## config.mk

```make
export PLATFORM = sky130hd
export DESIGN_NAME = alu_add
export DESIGN_NICKNAME = d
export VERILOG_FILES = /design/src/rtl/alu_add.sv
export SDC_FILE = /design/constraint.sdc
export NUM_CORES = 1
export LEC_CHECK = 0
export BUFFER_PORTS_ARGS = -buffer_cell sky130_fd_sc_hd__buf_2
export CORE_AREA = 2 2 41 80
export CTS_CLUSTER_SIZE = 40
export DETAILED_ROUTE_END_ITERATION = 8
export DIE_AREA = 0 0 43 82
export PLACE_DENSITY = 0.85
export SETUP_SLACK_MARGIN = 0.5
export SLEW_MARGIN = 5
export SYNTH_ARGS = -nofsm -noshare
export SYNTH_HDL_FRONTEND = slang
export SYNTH_SLANG_ARGS = --single-unit
```

## constraint.sdc

```tcl
create_clock -name clk -period 6.2 [get_ports clk]
set_input_delay 0.31 -clock clk [delete_from_list [all_inputs] [get_ports clk]]
set_output_delay 0.31 -clock clk [all_outputs]
set_load 0.02 [all_outputs]
```

## src/rtl/alu_add.sv

```systemverilog
// ============================================================================
// Module      : alu_add
// Description : Saturating signed adder, out = clamp(acc + arg1) to +/-MAX_VAL,
//               registered with 1-cycle latency. Optional sat_pos/sat_neg
//               status flags are enabled by defining ADD_STATUS_EN.
// Revision    : 1.0 - initial release
// ============================================================================
`default_nettype none

module alu_add #(
    parameter int WIDTH   = 11,
    parameter int MAX_VAL = 999
) (
    input  logic             clk,
    input  logic             rst,
    input  logic             in_valid,
    input  logic [WIDTH-1:0] acc,
    input  logic [WIDTH-1:0] arg1,
    output logic [WIDTH-1:0] out,
    output logic             out_valid,
    output logic             sat_pos,
    output logic             sat_neg
);

    // Bounds in the extended (WIDTH+1) domain, where the sum cannot wrap
    localparam logic signed [WIDTH:0]   c_max_ext = MAX_VAL[WIDTH:0];
    localparam logic signed [WIDTH:0]   c_min_ext = -c_max_ext;
    localparam logic        [WIDTH-1:0] c_max_out = MAX_VAL[WIDTH-1:0];
    localparam logic        [WIDTH-1:0] c_min_out = c_min_ext[WIDTH-1:0];

    function automatic logic signed [WIDTH:0] clamp_ext(input logic signed [WIDTH:0] v);
        if (v > c_max_ext) begin
            return c_max_ext;
        end else if (v < c_min_ext) begin
            return c_min_ext;
        end else begin
            return v;
        end
    endfunction

    logic signed [WIDTH:0]   w_acc_c;
    logic signed [WIDTH:0]   w_arg_c;
    logic signed [WIDTH:0]   w_sum;
    logic                    w_sat_pos;
    logic                    w_sat_neg;
    logic        [WIDTH-1:0] w_res;

    always_comb begin
        w_acc_c   = clamp_ext({acc[WIDTH-1], acc});
        w_arg_c   = clamp_ext({arg1[WIDTH-1], arg1});
        w_sum     = w_acc_c + w_arg_c;
        w_sat_pos = (w_sum > c_max_ext);
        w_sat_neg = (w_sum < c_min_ext);
        if (w_sat_pos) begin
            w_res = c_max_out;
        end else if (w_sat_neg) begin
            w_res = c_min_out;
        end else begin
            w_res = w_sum[WIDTH-1:0];
        end
    end

    logic [WIDTH-1:0] r_out;
    logic             r_out_valid;

    always_ff @(posedge clk) begin
        if (rst) begin
            r_out       <= '0;
            r_out_valid <= 1'b0;
        end else begin
            r_out_valid <= in_valid;
            if (in_valid) begin
                r_out <= w_res;
            end
        end
    end

    assign out       = r_out;
    assign out_valid = r_out_valid;

`ifdef ADD_STATUS_EN
    logic r_sat_pos;
    logic r_sat_neg;

    always_ff @(posedge clk) begin
        if (rst) begin
            r_sat_pos <= 1'b0;
            r_sat_neg <= 1'b0;
        end else if (in_valid) begin
            r_sat_pos <= w_sat_pos;
            r_sat_neg <= w_sat_neg;
        end
    end

    assign sat_pos = r_sat_pos;
    assign sat_neg = r_sat_neg;
`else
    // Saturation detects still steer the result mux; only the flag outputs are dropped
    assign sat_pos = 1'b0;
    assign sat_neg = 1'b0;
`endif

endmodule

`default_nettype wire

```

==> reports/results.txt <==
vias in the first global route: 1597
Worst Tran Pin Value: 509 ps
routability cong.: 0.925
post-synth top area cell: dfxtp_1
pin count of the biggest net entering global routing: 12
critical path class: in -> reg
Post-synth EDFFs: 0
drt drc: 0
RSZ-0062 raised after global routing: no
worst setup skew after layout: 0 ps
Synth Register Bits: 12
non-filler cells, final: 266
Worst Setup End Kind: flop
Syn Std Cell Area: 0.00153 sq mm
CTS H-tree lvls: 1
Finish-stage setup viols: 0
Post-synth top cells: 24 x inv_1, 22 x o21ai_0, 19 x nor2_1, 14 x nand2_1, 13 x ha_1
synth unique cells: 53
Max Used Layer: met4
Max Fclk: 255 MHz
ys flop type: dfxtp_1
PostCTS Resize Cnt: 0
clock sink total: 12
TritonCTS Buffers: 3
placed cell area: 0.00169 sq mm
ys async rst share: 0
status: complete, no violations
post-route cell area: 0.00173 sq mm
Hold Crit Class: in -> reg
Layout area overhead: 12.9%
sequential share of the synthesized area: 0.157
layout cells sized above 1: 0.212
DRT antenna net count: 0
Hold Violations, Final: 0
IO Pins: 39
row count: 28
via count: 1603
Via-to-Cell Ratio: 6.03
DP Cell Count: 263
internal power: 213 uW
routed wire length on met3: 132 um
Clock power frac: 0.188
Max Slew Vio Count: 0
Die H: 82 um
maxcap violations: 0
Worst Path Max Fanout: 10
Post-DP HPWL: 3250 um
clock root cell: clkbuf_8
Setup WS pre-CTS: 2070 ps
initial antenna violation count: 0
first-pass iteration count of the detailed router: 4
required time of the critical path: 6320 ps
PD cells: 214 mW/mm^2
Starting Density: 0.521
sw power: 157 uW
crit path time final: 3920 ps
clock transition at the registers of the reported paths: 50 ps
M1 WL: 1280 um
global-route wire length before repair: 6280 um
setup TNS: 0 ps
CTS Buffer Depth: 2
Routed met2 length: 2030 um
Max VDD drop: 0.0899 mV
Total Power: 370 uW
diode count: 0
top-area cell type share of the netlist area: 0.157
power share of the sequential group: 0.253
post-CTS setup buffers: 0
top-count cell post-synth: inv_1
GRT overflow: 0
Nets: 277
largest cells by area after synthesis: dfxtp_1 16%, ha_1 11%, o21ai_0 7.2%
final core occ: 0.588
switching share of power: 0.424
all-layer global routing usage: 0.233
Core Area: 0.00294 sq mm
Comb power frac: 0.559
full die area: 0.00353 sq mm
CP Launch Type: input port
syn_area_per_cell: 7.44 sq um
CP arrival: 4040 ps
DR WL/cell: 14.0 um
Max-slew headroom: 0.656
static leakage: 0.869 nW
Port Buffers: 36
Initial DRC Count: 23
DRT Wirelength: 3730 um
hold_buf cts: 0
Setup WS post-layout: 2280 ps
Syn Inst Count: 206
CTS tree: built
Die X: 43 um
Yosys warnings: 0
clk_lat worst skew: 240 ps
period utilization: 0.633
FILL cells: 299
Hold WS: 314 ps
-- placed cells by master, fill, tap and decap left out, types with 4 or more instances in the layout --
cell type,instances
buf_2,36
a32oi_1,4
a21oi_1,9
nor3_1,4
o21a_1,7
inv_1,24
nand2b_1,6
nand2_1,14
nor2_1,19
o211ai_1,4
dfxtp_1,12
a211oi_1,5
ha_1,13
o21ai_0,22
-- cell families (layout without fill, tap and decap cells) --
family,after synthesis,in the layout,synth area share
XOR/XNOR,5,5,0.0286
AO/OA/AOI/OAI,75,75,0.371
AND/OR/NAND/NOR,65,65,0.220
flip-flops,12,12,0.157
adder cells (fa/ha/maj),14,14,0.119
other,1,2,0.00245
buffers and inverters,34,63,0.101
-- critical path, cell delays in order --
cell	delay, ps
buf_2	100
o311ai_0	490
a41o_1	250
ha_1	320
o21ai_0	300
inv_1	110
fa_1	450
nand2b_1	190
a211oi_2	270
o211a_1	270
o22a_2	210
o21ai_0	180
a21o_1	230
o41a_1	370
-- sequential cells by signal, indices dropped and copies added (netlist names) --
register	cells
out_valid	1
out	11
-- path summary, 6_finish.rpt --
kind | startpoint | to | slack (ps) | depth (start not counted)
hold / removal | rst | out[9]$_SDFFE_PP0P_ | 310 | 2
setup / recovery | acc[2] | out[0]$_SDFFE_PP0P_ | 2280 | 14
setup reg to reg | out[1]$_SDFFE_PP0P_ | out[1]$_SDFFE_PP0P_ | 5340 | 3
hold reg to reg | out[3]$_SDFFE_PP0P_ | out[3]$_SDFFE_PP0P_ | 450 | 2
-- per-layer routing --
layer	global-route usage	up-vias
li1	-	816
met1	0.185	706
met2	0.464	58
met3	0.0264	23
met4	0.209	0
met5	0	-
-- area by class of cell --
class,instances,area (sq um),share of cell area
clock buffer,3,41.3,0.0239
inverter,24,90.1,0.0521
multi-input combinational,161,1140,0.659
sequential,12,240,0.139
tap,30,37.5,0.0217
timing repair buffer,36,180,0.104
-- power by group through the flow --
stage	sequential (mW)	clock (mW)	combinational [mW]
4_1_cts	0.0939	0.0714	0.206
3_3_place_gp	0.0948	0	0.202
6_report	0.0937	0.0695	0.207
2_1_floorplan	0.109	0	0.145
5_1_grt	0.0949	0.0738	0.228
3_5_place_dp	0.0952	0	0.206
(Power assumes the default switching activity.)
